### config.mk
export PLATFORM = sky130hd
export DESIGN_NAME = riscv_pipe_stage
export DESIGN_NICKNAME = d
export VERILOG_FILES = /design/src/rtl/riscv_pipe_stage.sv
export SDC_FILE = /design/constraint.sdc
export NUM_CORES = 1
export LEC_CHECK = 0
export CORE_MARGIN = 2
export CORE_UTILIZATION = 50
export CTS_CLUSTER_DIAMETER = 150
export DETAILED_ROUTE_END_ITERATION = 12
export PLACE_DENSITY_LB_ADDON = 0.1
export SYNTH_ARGS = -nofsm -noshare
export SYNTH_HDL_FRONTEND = slang
export SYNTH_SLANG_ARGS = --single-unit
### constraint.sdc
create_clock -name CLK -period 7.7 [get_ports CLK]
set_clock_uncertainty 0.05 [all_clocks]
set_input_delay 2.31 -clock CLK [delete_from_list [all_inputs] [get_ports CLK]]
set_output_delay 2.31 -clock CLK [all_outputs]
set_load 0.005 [all_outputs]
### src/rtl/riscv_pipe_stage.sv
// Inter-stage pipeline register with valid/ready handshake, flush and optional 2-entry skid buffer.
// Control bits are gated by out_valid so an empty slot always presents a NOP downstream.
module riscv_pipe_stage #(
    parameter int DATA_W = 64,
    parameter int CTRL_W = 8,
    parameter int SKID   = 1,
    parameter int CNT_W  = 16
) (
    input  logic              CLK,
    input  logic              RESET,
    input  logic              in_valid,
    output logic              in_ready,
    input  logic [DATA_W-1:0] in_data,
    input  logic [CTRL_W-1:0] in_ctrl,
    input  logic              flush,
    output logic              out_valid,
    input  logic              out_ready,
    output logic [DATA_W-1:0] out_data,
    output logic [CTRL_W-1:0] out_ctrl,
    output logic [CNT_W-1:0]  stall_cnt
);

    localparam logic [CNT_W-1:0] CNT_ONE = 1;

    function automatic logic [CNT_W-1:0] sat_inc(input logic [CNT_W-1:0] v);
        return (v == '1) ? v : v + CNT_ONE;
    endfunction

    logic              m_vld_q, m_vld_d;
    logic              s_vld_q, s_vld_d;
    logic [DATA_W-1:0] m_data_q, m_data_d, s_data_q, s_data_d;
    logic [CTRL_W-1:0] m_ctrl_q, m_ctrl_d, s_ctrl_q, s_ctrl_d;
    logic              rdy_q, rdy_d;
    logic [CNT_W-1:0]  cnt_q, cnt_d;
    logic              accept, emit;

    // Without the skid entry, ready depends combinationally on out_ready; flush keeps it high.
    assign in_ready = (SKID != 0) ? rdy_q : (~m_vld_q | out_ready | flush);
    assign accept   = in_valid & in_ready;
    assign emit     = m_vld_q & out_ready;

    always_comb begin
        m_vld_d  = m_vld_q;
        s_vld_d  = s_vld_q;
        m_data_d = m_data_q;
        m_ctrl_d = m_ctrl_q;
        s_data_d = s_data_q;
        s_ctrl_d = s_ctrl_q;
        if (flush) begin
            m_vld_d = 1'b0;
            s_vld_d = 1'b0;
        end else if (SKID != 0) begin
            if (s_vld_q) begin
                if (emit) begin
                    m_data_d = s_data_q;
                    m_ctrl_d = s_ctrl_q;
                    s_vld_d  = 1'b0;
                end
            end else if (m_vld_q) begin
                if (accept && emit) begin
                    m_data_d = in_data;
                    m_ctrl_d = in_ctrl;
                end else if (accept) begin
                    s_data_d = in_data;
                    s_ctrl_d = in_ctrl;
                    s_vld_d  = 1'b1;
                end else if (emit) begin
                    m_vld_d = 1'b0;
                end
            end else if (accept) begin
                m_data_d = in_data;
                m_ctrl_d = in_ctrl;
                m_vld_d  = 1'b1;
            end
        end else begin
            if (accept) begin
                m_data_d = in_data;
                m_ctrl_d = in_ctrl;
                m_vld_d  = 1'b1;
            end else if (emit) begin
                m_vld_d = 1'b0;
            end
        end
        rdy_d = ~s_vld_d;
        cnt_d = (m_vld_q & ~out_ready) ? sat_inc(cnt_q) : cnt_q;
    end

    // Stage register boundary: main/skid entries, registered ready, stall counter.
    always_ff @(posedge CLK or posedge RESET) begin
        if (RESET) begin
            m_vld_q  <= 1'b0;
            s_vld_q  <= 1'b0;
            m_data_q <= '0;
            m_ctrl_q <= '0;
            s_data_q <= '0;
            s_ctrl_q <= '0;
            rdy_q    <= 1'b1;
            cnt_q    <= '0;
        end else begin
            m_vld_q  <= m_vld_d;
            s_vld_q  <= s_vld_d;
            m_data_q <= m_data_d;
            m_ctrl_q <= m_ctrl_d;
            s_data_q <= s_data_d;
            s_ctrl_q <= s_ctrl_d;
            rdy_q    <= rdy_d;
            cnt_q    <= cnt_d;
        end
    end

    assign out_valid = m_vld_q;
    assign out_data  = m_data_q;
    assign out_ctrl  = m_vld_q ? m_ctrl_q : '0;
    assign stall_cnt = cnt_q;

endmodule

==> results.md <==
* Status: finished clean
* Gr busiest metal: met2
* Post-DR vias/cell at 5.28
* # diodes at 0
* Top cell by count, worst path: buf_4
* DRT Pass-1 Iters at 6
* Total CTS buffers at 17
* Setup TNS at 0 ns
* GR Util All Layers at 20.4%
* Fin. max-slew vios at 0
* Initial antenna violation count at 0
* Dpl hpwl at 9400 um
* Final Critical Period at 4.49 ns
* CTS root buf: clkbuf_16
* RSZ-0062 raised after global routing: no
* Postcts setup bufs at 0
* Share of cells above drive strength 1 at 6.06%
* DRT iter0 DRCs at 262
* First-pass GRT wire length at 23400 um
* Routed vias at 4782
* Sw power at 664 uW
* Post-synth ARST share at 100%
* Rel. slew slack at 25.6%
* Post-Route WL at 14700 um
* IO Port Bufs at 166
* Synth Warn # at 0
* Top-count cell post-synth: dfrtp_1
* Met1 Track Usage GR at 25.5%
* Starting Density at 50.7%
* Row cnt at 43
* Clock sink total at 163
* Most frequent cells after synthesis: dfrtp_1 (162), nor2_1 (77), a21oi_1 (75)
* Critical path fanouts, max at 74
* Core Area at 13700 um^2
* Final hold slack at 0.438 ns
* Cell Int Power at 1.99 mW
* Synth unique cells at 39
* Post-synth top area share at 58.2%
* Remaining antenna violation count at 0
* Final Hold Fails at 0
* DR DRC count at 0
* Clock network power share at 33.6%
* Pwr dens at 284 nW/um^2
* CP max stage cell: buf_4
* Sw Share at 25.0%
* Post-cts repair resize count at 0
* Die Y at 122 um
* Die Width at 122 um
* Worst reg2reg setup slack at 4.94 ns
* Clock input transition at the sequential cells of the worst setup and hold paths at 0.06 ns
* Synth Area per Inst at 12.5 um^2
* Lkg Pwr at 3.90 nW
* Total Power at 2.65 mW
* Max cap viols at 0
* Final Util at 68.1%
* GRT Residual Overflow at 0
* Met2 GRT Util at 34.3%
* Sequential power share at 45.9%
* GP Congestion at 0.726
* Power share of the combinational group at 20.5%
* Kind of critical path: in -> reg
* Pin count of the biggest net entering global routing at 106
* Area delta synth->final at 34.1%
* Peak VDD IR at 182 uV
* Grt met3 use at 6.13%
* Fmax at 0.223 GHz
* Cell chain of the critical path: clkdlybuf4s50_1 > nor2b_1 > a211oi_4 > buf_4 > buf_4 > a21oi_1
* Yosys reg bits at 163
* Clk buf depth at 2
* Clk_lat worst skew at 0.42 ns
* Most area-consuming cells after synthesis: dfrtp_1 (58%), mux2_1 (12%), mux2i_1 (10%)
* CTS tree: done
* Final #Nets at 791
* Die Area at 14900 um^2
* Top_reg_cell synth: dfrtp_1
* Startpoint types: input port
* Cell area after synthesis at 6960 um^2
* Worst slew pin tran at 1.12 ns
* WL per Instance at 16.2 um
* I/O pins at 167
* Htree depth at 4
* CP required at 7.91 ns
* Net Count, Synth at 634
* Final Setup Violations at 0
* WP data arrival at 4.70 ns
* Setup crit end kind: flip-flop
* Seq/Total Area, Yosys at 58.6%
* Dominant cell type by area after synthesis: dfrtp_1
* Post-synthesis instance total at 556
* Vias in the first global route at 4841
* EDFF count, synth at 0
* Hold buffers post-CTS at 0
* Final Cycle Share at 58.3%
* Largest stage delay, worst path at 0.67 ns
* Worst min-delay path class: reg -> reg
## per-stage QoR
stage	cell area [um^2]	cells	setup WS, ns
floorplan	6960	556	0.937
global placement	8710	874	2.88
detailed placement	8710	874	2.80
CTS	9340	906	3.23
global route	9340	906	3.04
finish	9340	906	3.21
## final timing paths
path,endpoint,depth (start not counted),from
min in group asynchronous,out_data[27],2,RESET
worst max-delay path,out_data[63],6,out_ready
worst min-delay path,s_data_q[3],1,s_data_q[3]
max in group asynchronous,s_data_q[12],3,RESET
worst max register to register,out_data[63],5,out_valid
worst min register to register,s_data_q[3],1,s_data_q[3]
## power groups by stage
stage          Combinational [mW]  Sequential [mW]  Clock [mW]
2_1_floorplan               0.253             1.20           0
6_report                    0.543             1.22       0.890
3_3_place_gp                0.531             1.22           0
5_1_grt                     0.599             1.25       0.947
4_1_cts                     0.553             1.22       0.908
3_5_place_dp                0.549             1.23           0
## critical path: cells and delay by family
| family | cells | cell delay [ns] |
|---|---|---|
| buffers and inverters | 3 | 1.80 |
| AO/OA/AOI/OAI | 2 | 0.38 |
| AND/OR/NAND/NOR | 1 | 0.11 |
## cells in the final DEF, fill, tap and decap left out, types with 4 or more instances in the layout
cell / synthesis / routed
nand3_1: 8 / 8
xor2_1: 8 / 8
nor2_1: 77 / 77
mux2i_1: 72 / 72
mux2_1: 74 / 74
a21oi_1: 75 / 75
buf_4: 0 / 4
bufinv_16: 0 / 4
clkbuf_16: 0 / 17
dfrtp_1: 162 / 161
nor3_1: 5 / 5
clkdlybuf4s50_1: 0 / 166
and2_1: 8 / 8
## layer usage
metal / vias to the layer above / part of all wire [%]
met4: 0 / 0.97
li1: 2274 / -
met5: - / 0
met1: 2384 / 43
met3: 13 / 5.4
met2: 111 / 50
## area by class of cell
type,instances,area (um^2)
clock buffers,23,478
clock inverters,9,151
fillers,1051,4380
inverters,3,16.3
multi-input cells,358,2690
flip-flops and latches,163,4080
well taps,180,225
repair buffers,170,1690
## sequential cells by signal, summed over array words and instances (netlist names)
register,flops
s_ctrl_q,8
out_valid,1
s_data_q,64
in_ready,1
s_vld_q,1
out_data,64
m_ctrl_q,8
stall_cnt,16
## kinds of logic after synthesis
logic type / after synthesis / share of synthesized area (%)
DFF: 163 / 58.6
muxes: 146 / 22.3
and+or+nand+nor: 116 / 8.23
AOI/OAI and AO/OA: 85 / 6.51
buffers and inverters: 35 / 2.89
xor gates and xnor gates: 10 / 1.26
adders and majority gates: 1 / 0.180
No activity file was read; power rests on OpenSTA's default activity.
